===== config.mk =====
export PLATFORM = sky130hd
export DESIGN_NAME = stopwatch_counter
export DESIGN_NICKNAME = d
export VERILOG_FILES = /design/src/rtl/stopwatch_counter.sv
export SDC_FILE = /design/constraint.sdc
export NUM_CORES = 1
export LEC_CHECK = 0
export BUFFER_PORTS_ARGS = -buffer_cell sky130_fd_sc_hd__buf_2
export CAP_MARGIN = 20
export CORE_ASPECT_RATIO = 0.6
export CORE_MARGIN = 2
export CORE_UTILIZATION = 32
export CTS_BUF_LIST = sky130_fd_sc_hd__clkbuf_16
export DETAILED_ROUTE_END_ITERATION = 8
export GPL_ROUTABILITY_DRIVEN = 0
export GPL_TIMING_DRIVEN = 1
export PLACE_DENSITY = 0.51
export SLEW_MARGIN = 30
export SYNTH_ARGS = -nofsm -noshare
export SYNTH_HDL_FRONTEND = slang
export SYNTH_SLANG_ARGS = --single-unit

===== constraint.sdc =====
create_clock -name clk -period 4.1 [get_ports clk]
set_input_delay 0.82 -clock clk [delete_from_list [all_inputs] [get_ports clk]]
set_output_delay 0.82 -clock clk [all_outputs]
set_load 0.05 [all_outputs]

===== src/rtl/stopwatch_counter.sv =====
`default_nettype none
// ============================================================================
//  Module      : stopwatch_counter
//  Description : Stopwatch core. Conditions three raw push-buttons
//                (synchronise, debounce, rising-edge event), runs the
//                IDLE/RUN/LAP/PAUSE control FSM and keeps a saturating 64-bit
//                elapsed-cycle count with a lap capture register.
//  Revision    : 1.0 - initial release
// ============================================================================
module stopwatch_counter #(
  parameter int unsigned DEBOUNCE_CYCLES = 200000,
  parameter logic [63:0] MAX_COUNT       = 64'd2159999999999
) (
  input  logic        clk,
  input  logic        rst_n,
  input  logic        btn_startstop,
  input  logic        btn_lap,
  input  logic        btn_clear,
  output logic [63:0] cnt,
  output logic        running,
  output logic        lap_active,
  output logic        overflow
);

  // Debounce counter only needs to reach DEBOUNCE_CYCLES-1 before the level flips.
  localparam int unsigned    DB_W    = (DEBOUNCE_CYCLES > 1) ? $clog2(DEBOUNCE_CYCLES) : 1;
  localparam logic [DB_W-1:0] DB_LAST = DB_W'(DEBOUNCE_CYCLES - 1);

  localparam int BTN_SS  = 0;
  localparam int BTN_LAP = 1;
  localparam int BTN_CLR = 2;

  typedef enum logic [1:0] {
    S_IDLE  = 2'd0,
    S_RUN   = 2'd1,
    S_LAP   = 2'd2,
    S_PAUSE = 2'd3
  } state_t;

  logic [2:0] btn_raw;
  logic [2:0] evt;

  assign btn_raw = {btn_clear, btn_lap, btn_startstop};

  // --------------------------------------------------------------------------
  // Button conditioning: one identical channel per button
  // --------------------------------------------------------------------------
  for (genvar i = 0; i < 3; i++) begin : g_btn
    logic            sync_1;
    logic            sync_2;
    logic [DB_W-1:0] db_cnt;
    logic            level;
    logic            level_q;
    logic            evt_r;

    // Synchronise, require DEBOUNCE_CYCLES consecutive mismatches, then emit a 1-cycle rise pulse
    always_ff @(posedge clk or negedge rst_n) begin
      if (!rst_n) begin
        sync_1  <= 1'b0;
        sync_2  <= 1'b0;
        db_cnt  <= '0;
        level   <= 1'b0;
        level_q <= 1'b0;
        evt_r   <= 1'b0;
      end else begin
        sync_1 <= btn_raw[i];
        sync_2 <= sync_1;
        if (sync_2 != level) begin
          if (db_cnt == DB_LAST) begin
            level  <= sync_2;
            db_cnt <= '0;
          end else begin
            db_cnt <= db_cnt + 1'b1;
          end
        end else begin
          // any agreement gap restarts the stability count
          db_cnt <= '0;
        end
        level_q <= level;
        evt_r   <= level & ~level_q;
      end
    end

    assign evt[i] = evt_r;
  end

  // --------------------------------------------------------------------------
  // Control FSM
  // --------------------------------------------------------------------------
  state_t      state;
  state_t      state_next;
  logic [63:0] live_cnt;
  logic [63:0] lap_reg;
  logic        ovf;
  logic        counting;
  logic        at_max;
  logic        capture_lap;
  logic        do_clear;

  assign counting = (state == S_RUN) || (state == S_LAP);
  assign at_max   = (live_cnt >= MAX_COUNT);

  // State register
  always_ff @(posedge clk or negedge rst_n) begin
    if (!rst_n) begin
      state <= S_IDLE;
    end else begin
      state <= state_next;
    end
  end

  // Next-state decode; events that a state ignores do not mask lower-priority ones
  always_comb begin
    state_next  = state;
    capture_lap = 1'b0;
    do_clear    = 1'b0;
    if (counting && at_max) begin
      // saturation forces a pause and swallows any button event this edge
      state_next = S_PAUSE;
    end else begin
      case (state)
        S_IDLE: begin
          if (evt[BTN_SS]) state_next = S_RUN;
        end
        S_RUN: begin
          if (evt[BTN_SS]) begin
            state_next = S_PAUSE;
          end else if (evt[BTN_LAP]) begin
            state_next  = S_LAP;
            capture_lap = 1'b1;
          end
        end
        S_LAP: begin
          if (evt[BTN_SS]) begin
            state_next = S_PAUSE;
          end else if (evt[BTN_LAP]) begin
            state_next = S_RUN;
          end
        end
        S_PAUSE: begin
          if (evt[BTN_CLR]) begin
            state_next = S_IDLE;
            do_clear   = 1'b1;
          end else if (evt[BTN_SS]) begin
            state_next = S_RUN;
          end
        end
        default: state_next = S_IDLE;
      endcase
    end
  end

  // --------------------------------------------------------------------------
  // Live count, lap capture and sticky overflow
  // --------------------------------------------------------------------------
  // Count on every edge whose pre-edge state is RUN/LAP, saturating at MAX_COUNT
  always_ff @(posedge clk or negedge rst_n) begin
    if (!rst_n) begin
      live_cnt <= '0;
      lap_reg  <= '0;
      ovf      <= 1'b0;
    end else if (do_clear) begin
      live_cnt <= '0;
      lap_reg  <= '0;
      ovf      <= 1'b0;
    end else begin
      if (counting && !at_max) begin
        live_cnt <= live_cnt + 64'd1;
        if ((live_cnt + 64'd1) == MAX_COUNT) ovf <= 1'b1;
      end
      if (capture_lap) lap_reg <= live_cnt;
    end
  end

  // Outputs are a pure mux/decode of registers
  assign cnt        = (state == S_LAP) ? lap_reg : live_cnt;
  assign running    = counting;
  assign lap_active = (state == S_LAP);
  assign overflow   = ovf;

endmodule
`default_nettype wire


==> results of run 1 <==
path summary, 6_finish.rpt:
| kind | startpoint | slack (ns) | depth (start not counted) | endpoint |
|---|---|---|---|---|
| max | live_cnt[1]$_DFFE_PN0P_ | 0.34 | 9 | overflow$_DFFE_PN0P_ |
| min | g_btn[1].sync_1$_DFF_PN0_ | 0.35 | 0 | g_btn[1].sync_2$_DFF_PN0_ |
| max reg2reg | live_cnt[1]$_DFFE_PN0P_ | 0.34 | 9 | overflow$_DFFE_PN0P_ |
| min reg2reg | g_btn[1].sync_1$_DFF_PN0_ | 0.35 | 0 | g_btn[1].sync_2$_DFF_PN0_ |
| max in group asynchronous | rst_n | 2.77 | 2 | lap_reg[63]$_DFFE_PN0P_ |
| min in group asynchronous | rst_n | 0.38 | 1 | live_cnt[30]$_DFFE_PN0P_ |
power groups by stage:
stage	combinational (W)	clock (W)	sequential (W)
4_1_cts	0.0000733	0.00189	0.00199
5_1_grt	0.0000804	0.00197	0.00199
3_5_place_dp	0.0000732	0	0.00203
2_1_floorplan	0.0000200	0	0.00203
6_report	0.0000683	0.00183	0.00199
3_3_place_gp	0.0000726	0	0.00203
layout by cell type, fill, tap and decap left out, types with 18 or more instances in the layout:
cell type    n
a21oi_1     60
a32o_1      18
and2_1      36
and3_1      22
buf_2       70
buf_4       46
dfrtp_1    200
inv_1       19
mux2_2      61
nand2_1    231
nand3_1     58
nand4_1     47
nor2_1      96
nor3_1      19
nor4_1      29
o21ai_0     49
o31ai_1     26
xnor2_1     33
xor2_1      35
per-stage QoR:
stage	total power [W]	utilization	std cells	worst slack [ns]	area (um2)
3_3_place_gp	0.00210	0.354	1783	0.526	12400
6_report	0.00389	0.372	1815	0.342	13000
3_5_place_dp	0.00210	0.354	1783	0.455	12400
5_1_grt	0.00404	0.372	1815	0.129	13000
2_1_floorplan	0.00205	-	1304	0.715	11400
4_1_cts	0.00395	0.372	1815	0.443	13000
layout make-up:
| cell class | count | area (um2) | share of cell area |
|---|---|---|---|
| inverters | 20 | 75.1 | 0.00576 |
| clock buffers | 17 | 425 | 0.0326 |
| flip-flops and latches | 200 | 5000 | 0.384 |
| well taps | 467 | 584 | 0.0448 |
| clock inverters | 15 | 201 | 0.0154 |
| repair buffers | 121 | 790 | 0.0606 |
| multi-input cells | 975 | 5960 | 0.457 |
worst max-delay path, stage by stage (launching register included):
cell	delay [ns]
dfrtp_1	0.50
ha_1	0.31
nand4_1	0.31
or4_2	0.88
nor4_2	0.52
a31oi_1	0.20
nor4_1	0.38
nand4_1	0.18
nor4b_2	0.25
a31o_1	0.16
routing by layer:
layer  routed length, um  up-vias  share of wire
met2               13700      359           0.38
met1               18900     4787           0.52
met5                  58        -         0.0016
met3                3300       32          0.091
li1                    -     4696              -
met4                 403        2          0.011
logic make-up (layout without fill, tap and decap cells):
group           after synthesis  count (layout)  share of synthesized area
xor+xnor                     69              69                     0.0535
mux                          64              64                     0.0627
compound gates              226             226                      0.129
simple gates                607             607                      0.262
fa+ha+maj                     9               9                    0.00984
buf+inv                     129             173                     0.0452
flops                       200             200                      0.438
==> impl_metrics.csv, run 1 <==
group,metric,value,unit
synthesis,synth.avg_cell_area,8.77,um2
worst_setup_path,crit_path_end_kind,"register",
clock_tree,cts_tree,"yes",
worst_setup_path,cp-start-kind,"register",
die,start_util,0.326,
synthesis,synth_area,11400,um2
clock_tree,h-tree-depth,4,
synthesis,syn_inst,1304,
pwr,p_clk_frac,0.471,
timing,fin_crit_sh,0.917,
grt,antenna_found_initial,0,
pwr,p_comb_frac,0.018,
die,ios,72,
synthesis,ys_types,63,
worst_setup_path,worst_ep_arrival_time,4.17,ns
timing,tightest_slew,0.775,ns
routing,avgViaCountPerCell,5.44,
synthesis,synth-edff-count,0,
clock_tree,cts_setup_buffers,0,
grt,grt_pass1_vias,9122,
die,die_y,150,um
cells_and_area,syn2layout_area_growth,14.0,%
timing,period_needed,3.76,ns
clock_tree,cts_hold_buf,0,
grt,use_met1,0.331,
synthesis,yosysMostFrequentCell,"nand2_1",
synthesis,yosysWarnings,0,
routing,vias,9876,
clock_tree,clkLatencyLatePin,0.47,ns
pwr,p_leak,5.51,nW
worst_setup_path,worstPathRequired,4.51,ns
routing,dr.first_iter.drc_count,969,
synthesis,synthDominantCellAreaShare,0.438,
die,die_w,248,um
cells_and_area,diodes,0,
timing,rsz0062_at_grt,"false",
clock_tree,clock_path_buffers,2,
grt,grt_util_met3,0.0540,
timing,fin_skew,0.0133,ns
pwr,power.density,298,nW/um2
synthesis,synth.largest_area_cell,"dfrtp_1",
cells_and_area,nNetsFinal,1349,
worst_setup_path,criticalPathCategory,"reg -> reg",
timing,hold_slack,0.353,ns
clock_tree,root_buffer,"clkbuf_16",
synthesis,yosys-top-cells-count,"nand2_1, dfrtp_1, nor2_1",
pwr,power.net_switching,0.000951,W
grt,top_usage_layer,"met1",
grt,overflow,0,
pwr,swShare,0.245,
routing,wl,36400,um
timing,hold_viol_final,0,
clock_tree,clkSinkCount,200,
pwr,p_int,0.00294,W
synthesis,ys_seq_area_frac,0.438,
cells_and_area,drive_gt1_frac,0.173,
timing,setup_viol,0,
die,die_area,37300,um2
grt,gr-usage-met2,0.250,
routing,wire_per_inst,20.0,um
synthesis,yosys_register_bits,200,
clock_tree,clk_pin_slew_worst_paths,0.08,ns
grt,grt_pass1_wl,56900,um
routing,dr.pass1.iters,7,
timing,final_max_slew_viol_count,0,
die,design.core.area,35100,um2
hold_path,hold_class,"reg -> reg",
pwr,p_seq_frac,0.512,
synthesis,synth_nets,1318,
run_status,outcome,"completed",
timing,slew_headroom,0.483,
routing,drtAntennaViolNets,0,
pwr,vdd_drop_max,209,uV
timing,maxClockFrequency,266,MHz
place,hpwlAfterDp,26300,um
die,rows,53,
job,max-cap-violations,0,
clock_tree,cts_resized,0,
synthesis,synthTopCellsByArea,"dfrtp_1, nand2_1, mux2_2",
clock_tree,numCtsBuffers,17,
cells_and_area,fillers,3574,
timing,tns,0,ns
grt,track_usage,0.202,
synthesis,synthArstFlopShare,1.00,
place,portBuffers,71,
routing,drc,0,
worst_setup_path,worstPathMaxFanout,9,
grt,grt_max_degree,71,
synthesis,synth-main-ff-cell,"dfrtp_1",
Power figures use the tool's default switching activity.
==> run 2: changes to the inputs <==
- RECOVER_POWER: unset -> 100
==> impl_metrics.csv, run 2 (synthesis gave the netlist of run 1 again) <==
group,metric,value,unit
run_status,outcome,"finished, violations left",
run_status,violations,"max-capacitance violations, max-slew violations",
routing,wl,36400,um
die,ios,72,
die,die_area,37300,um2
timing,rsz0062_at_grt,"false",
timing,setup_viol,0,
worst_setup_path,critPathMostFrequentCell,"or4_1",
clock_tree,h-tree-depth,4,
place,portBuffers,71,
grt,grt_pass1_vias,9122,
timing,postLayoutSetupSlackWorst,0.249,ns
timing,tns,0,ns
timing,period_needed,3.85,ns
routing,dr.first_iter.drc_count,1043,
timing,hold_slack,0.353,ns
worst_setup_path,worstPathRequired,4.52,ns
job,max-cap-violations,2,
pwr,p_leak,5.23,nW
routing,wire_per_inst,20.1,um
cells_and_area,layout_commonest_cell,"nand2_1",
cells_and_area,syn2layout_area_growth,13.0,%
cells_and_area,diodes,0,
worst_setup_path,cp_top_family,"simple AND/OR/NAND/NOR gates",
pwr,vdd_drop_max,214,uV
clock_tree,clkLatencyLatePin,0.47,ns
die,die_w,248,um
timing,tightest_slew,1.96,ns
worst_setup_path,criticalPathCategory,"reg -> reg",
cells_and_area,nNetsFinal,1349,
clock_tree,cts_resized,0,
cells_and_area,drive_gt1_frac,0.122,
timing,final_max_slew_viol_count,101,
routing,drtAntennaViolNets,0,
hold_path,hold_class,"reg -> reg",
worst_setup_path,worstPathMaxFanout,31,
clock_tree,cts_setup_buffers,0,
worst_setup_path,worst_ep_arrival_time,4.27,ns
clock_tree,cts_tree,"yes",
worst_setup_path,slowest_stage,"or4_1",
routing,drc,0,
grt,antenna_found_initial,0,
routing,dr.pass1.iters,6,
die,rows,53,
cells_and_area,utilization,0.368,
grt,grt_pass1_wl,56900,um
timing,hold_viol_final,0,
pwr,power,0.00389,W
routing,avgViaCountPerCell,5.43,
die,design.core.area,35100,um2
worst_setup_path,critPathMaxStageDelay,0.56,ns
clock_tree,clk_pin_slew_worst_paths,0.08,ns
place,hpwlAfterDp,26300,um
grt,track_usage,0.202,
clock_tree,clock_path_buffers,2,
place,place_ws,0.455,ns
clock_tree,root_buffer,"clkbuf_16",
worst_setup_path,cp-start-kind,"register",
grt,grt_max_degree,71,
timing,slew_headroom,-0.308,
timing,fin_crit_sh,0.939,
die,start_util,0.326,
grt,overflow,0,
timing,fin_skew,0.0129,ns
clock_tree,clkSinkCount,200,
routing,vias,9856,
worst_setup_path,path_cells,"or4_1, or4_1, a2111o_1, o21ai_1, o211ai_1, clkbuf_2, nor4_1, a31o_1",
worst_setup_path,crit_path_end_kind,"register",
die,die_y,150,um
pwr,power.density,301,nW/um2
clock_tree,cts_hold_buf,0,
worst_setup_path,critPathBufInv,1,
cells_and_area,layout_common_cells,"nand2_1, dfrtp_1, nor2_1, clkbuf_1, a21oi_1",
clock_tree,numCtsBuffers,17,
timing,maxClockFrequency,260,MHz
[run 2: changes by cell type in the layout (fill, tap and decap cells not counted), moves of 2 or more]
cell,delta
clkbuf_1,+61
buf_2,-59
and2_0,+13
and2_1,-13
buf_4,-8
clkbuf_2,+7
o21ai_0,+7
o21ai_1,-7
mux2_1,+5
mux2_2,-5
or2_0,+2
or2_2,-2
[run 2: report_power, final]
| group | switching [W] | internal (W) |
|---|---|---|
| sequential | 0.00000825 | 0.00198 |
| combinational | 0.0000544 | 0.0000121 |
| clock | 0.000896 | 0.000941 |
[run 2: final timing paths]
kind,from,to,slack [ns],cells past startpoint
setup / recovery,live_cnt[23]$_DFFE_PN0P_,overflow$_DFFE_PN0P_,0.25,8
hold / removal,g_btn[1].sync_1$_DFF_PN0_,g_btn[1].sync_2$_DFF_PN0_,0.35,0
setup reg to reg,live_cnt[23]$_DFFE_PN0P_,overflow$_DFFE_PN0P_,0.25,8
hold reg to reg,g_btn[1].sync_1$_DFF_PN0_,g_btn[1].sync_2$_DFF_PN0_,0.35,0
max in group asynchronous,rst_n,g_btn[2].db_cnt[12]$_DFF_PN0_,0.97,2
min in group asynchronous,rst_n,live_cnt[30]$_DFFE_PN0P_,0.89,1
[run 2: through the flow]
step           cell area [um2]  instances
6_report                 12900       1815
3_5_place_dp             12400       1783
2_1_floorplan            11400       1304
5_1_grt                  12900       1815
3_3_place_gp             12400       1783
4_1_cts                  13000       1815
[run 2: metal layers]
layer | track usage | routed length [um] | share of wire
met3 | 0.0540 | 3150 | 0.087
met1 | 0.331 | 19100 | 0.52
met5 | 0.0134 | 58 | 0.0016
met4 | 0.0470 | 387 | 0.011
met2 | 0.250 | 13700 | 0.38
[run 2: final cells by class]
cell class,instances,area (um2)
timing repair buffer,121,684
clock buffer,17,425
multi-input combinational,975,5950
inverter,20,75.1
tap,467,584
fill,3587,22200
sequential,200,5000
clock inverter,15,201
==> run 3: changes to the inputs <==
- CORE_MARGIN: 2 -> unset
- CTS_CLUSTER_SIZE: unset -> 12
==> impl_metrics.csv, run 3 (synthesis gave the netlist of run 1 again) <==
group,metric,value,unit
timing,final_max_slew_viol_count,90,
routing,wire_per_inst,19.6,um
timing,maxClockFrequency,267,MHz
timing,setup_viol,0,
die,rows,53,
pwr,p_int,0.00284,W
clock_tree,cts_resized,0,
worst_setup_path,path_cells,"ha_1, nand4_1, o41ai_1, and4_1, o21ai_0, o211ai_1, clkbuf_1, nor4_1, a31o_1",
worst_setup_path,critPathMaxStageDelay,0.89,ns
routing,drtAntennaViolNets,0,
pwr,p_clk_frac,0.449,
clock_tree,cts_tree,"yes",
clock_tree,clock_path_buffers,2,
grt,track_usage,0.201,
routing,dr.pass1.iters,5,
run_status,violations,"max-capacitance violations, max-slew violations",
pwr,p_comb_frac,0.018,
pwr,swShare,0.238,
routing,wl,35400,um
clock_tree,clkSinkCount,200,
die,design.core.area,35100,um2
die,die_y,148,um
worst_setup_path,crit_path_end_kind,"register",
timing,tightest_slew,2.35,ns
clock_tree,root_buffer,"clkbuf_16",
pwr,power,0.00373,W
timing,fin_skew,0.0161,ns
grt,antenna_found_initial,0,
place,hpwlAfterDp,25300,um
routing,vias,9790,
pwr,p_seq_frac,0.533,
die,die_area,36500,um2
worst_setup_path,worst_ep_arrival_time,4.11,ns
worst_setup_path,cp_top_family,"compound AO/OA/AOI/OAI gates",
pwr,power.density,292,nW/um2
timing,slew_headroom,-0.570,
clock_tree,clk_pin_slew_worst_paths,0.08,ns
clock_tree,h-tree-depth,4,
cells_and_area,nNetsFinal,1340,
routing,drc,0,
cells_and_area,layout_commonest_cell,"nand2_1",
run_status,outcome,"finished, violations left",
die,start_util,0.326,
grt,grt_max_degree,92,
place,portBuffers,71,
timing,tns,0,ns
pwr,vdd_drop_max,225,uV
routing,avgViaCountPerCell,5.42,
worst_setup_path,criticalPathCategory,"reg -> reg",
grt,grt_pass1_vias,9005,
timing,fin_crit_sh,0.915,
worst_setup_path,slowest_stage,"clkbuf_1",
timing,period_needed,3.75,ns
timing,postLayoutSetupSlackWorst,0.351,ns
clock_tree,numCtsBuffers,17,
die,die_w,246,um
job,max-cap-violations,1,
place,place_ws,0.507,ns
pwr,power.net_switching,0.000889,W
grt,overflow,0,
timing,hold_viol_final,0,
worst_setup_path,critPathBufInv,1,
cells_and_area,diodes,0,
routing,dr.first_iter.drc_count,1188,
die,ios,72,
worst_setup_path,cp-start-kind,"register",
worst_setup_path,worstPathRequired,4.46,ns
clock_tree,cts_setup_buffers,0,
cells_and_area,syn2layout_area_growth,11.9,%
timing,rsz0062_at_grt,"false",
cells_and_area,drive_gt1_frac,0.114,
clock_tree,cts_hold_buf,0,
pwr,p_leak,5.13,nW
cells_and_area,layout_common_cells,"nand2_1, dfrtp_1, nor2_1, clkbuf_1, a21oi_1",
worst_setup_path,worstPathMaxFanout,21,
grt,grt_pass1_wl,55700,um
hold_path,hold_class,"reg -> reg",
clock_tree,clkLatencyLatePin,0.46,ns
run 3: cell types whose count changed in the layout (fill, tap and decap cells not counted), sizes merged:
cell | before | now
clkinvlp | 0 | 7
bufinv | 2 | 1
buf | 53 | 47
clkinv | 4 | 3
clkbuf | 85 | 82
inv | 29 | 24
run 3: worst register-to-register path, cell delays in order (launching register included):
cell	delay, ns
dfrtp_1	0.48
ha_1	0.29
nand4_1	0.31
o41ai_1	0.64
and4_1	0.29
o21ai_0	0.14
o211ai_1	0.16
clkbuf_1	0.89
nor4_1	0.19
a31o_1	0.26
run 3: path summary, 6_finish.rpt:
| path | to | slack (ns) | startpoint | cells past startpoint |
|---|---|---|---|---|
| max in group asynchronous | g_btn[1].db_cnt[2]$_DFF_PN0_ | 1.65 | rst_n | 1 |
| setup / recovery | overflow$_DFFE_PN0P_ | 0.35 | live_cnt[1]$_DFFE_PN0P_ | 9 |
| hold reg to reg | g_btn[2].sync_2$_DFF_PN0_ | 0.35 | g_btn[2].sync_1$_DFF_PN0_ | 0 |
| setup reg to reg | overflow$_DFFE_PN0P_ | 0.35 | live_cnt[1]$_DFFE_PN0P_ | 9 |
| min in group asynchronous | g_btn[2].db_cnt[7]$_DFF_PN0_ | 1.02 | rst_n | 1 |
| hold / removal | g_btn[2].sync_2$_DFF_PN0_ | 0.35 | g_btn[2].sync_1$_DFF_PN0_ | 0 |
run 3: power by group through the flow:
stage | clock, W | sequential, W | combinational (W)
2_1_floorplan | 0 | 0.00203 | 0.0000200
3_3_place_gp | 0 | 0.00203 | 0.0000730
3_5_place_dp | 0 | 0.00203 | 0.0000730
4_1_cts | 0.00173 | 0.00199 | 0.0000731
5_1_grt | 0.00181 | 0.00199 | 0.0000813
6_report | 0.00167 | 0.00199 | 0.0000669
run 3: area by class of cell:
| cell class | instances | area, um2 |
|---|---|---|
| inverters | 20 | 75.1 |
| repair buffers | 112 | 636 |
| multi-input cells | 975 | 5930 |
| flip-flops and latches | 200 | 5000 |
| clock buffers | 17 | 425 |
| well taps | 467 | 584 |
| clock inverters | 15 | 143 |
| fillers | 3631 | 22300 |
run 3: routing by layer:
layer	global-route usage	vias to the layer above	wire, um
met5	0	-	0
met4	0.0373	0	351
met3	0.0613	33	3180
met2	0.246	359	13300
met1	0.330	4737	18500
li1	-	4661	-
run 3: stage by stage:
| stage | area, um2 | cells | hold slack, ns | util |
|---|---|---|---|---|
| 6_report | 12800 | 1806 | 0.351 | 0.365 |
| 5_1_grt | 12800 | 1806 | 0.364 | 0.365 |
| 4_1_cts | 12900 | 1806 | 0.355 | 0.368 |
| 3_5_place_dp | 12400 | 1774 | 0.337 | 0.352 |
| 3_3_place_gp | 12400 | 1774 | 0.338 | 0.352 |
| 2_1_floorplan | 11400 | 1304 | 0.331 | - |
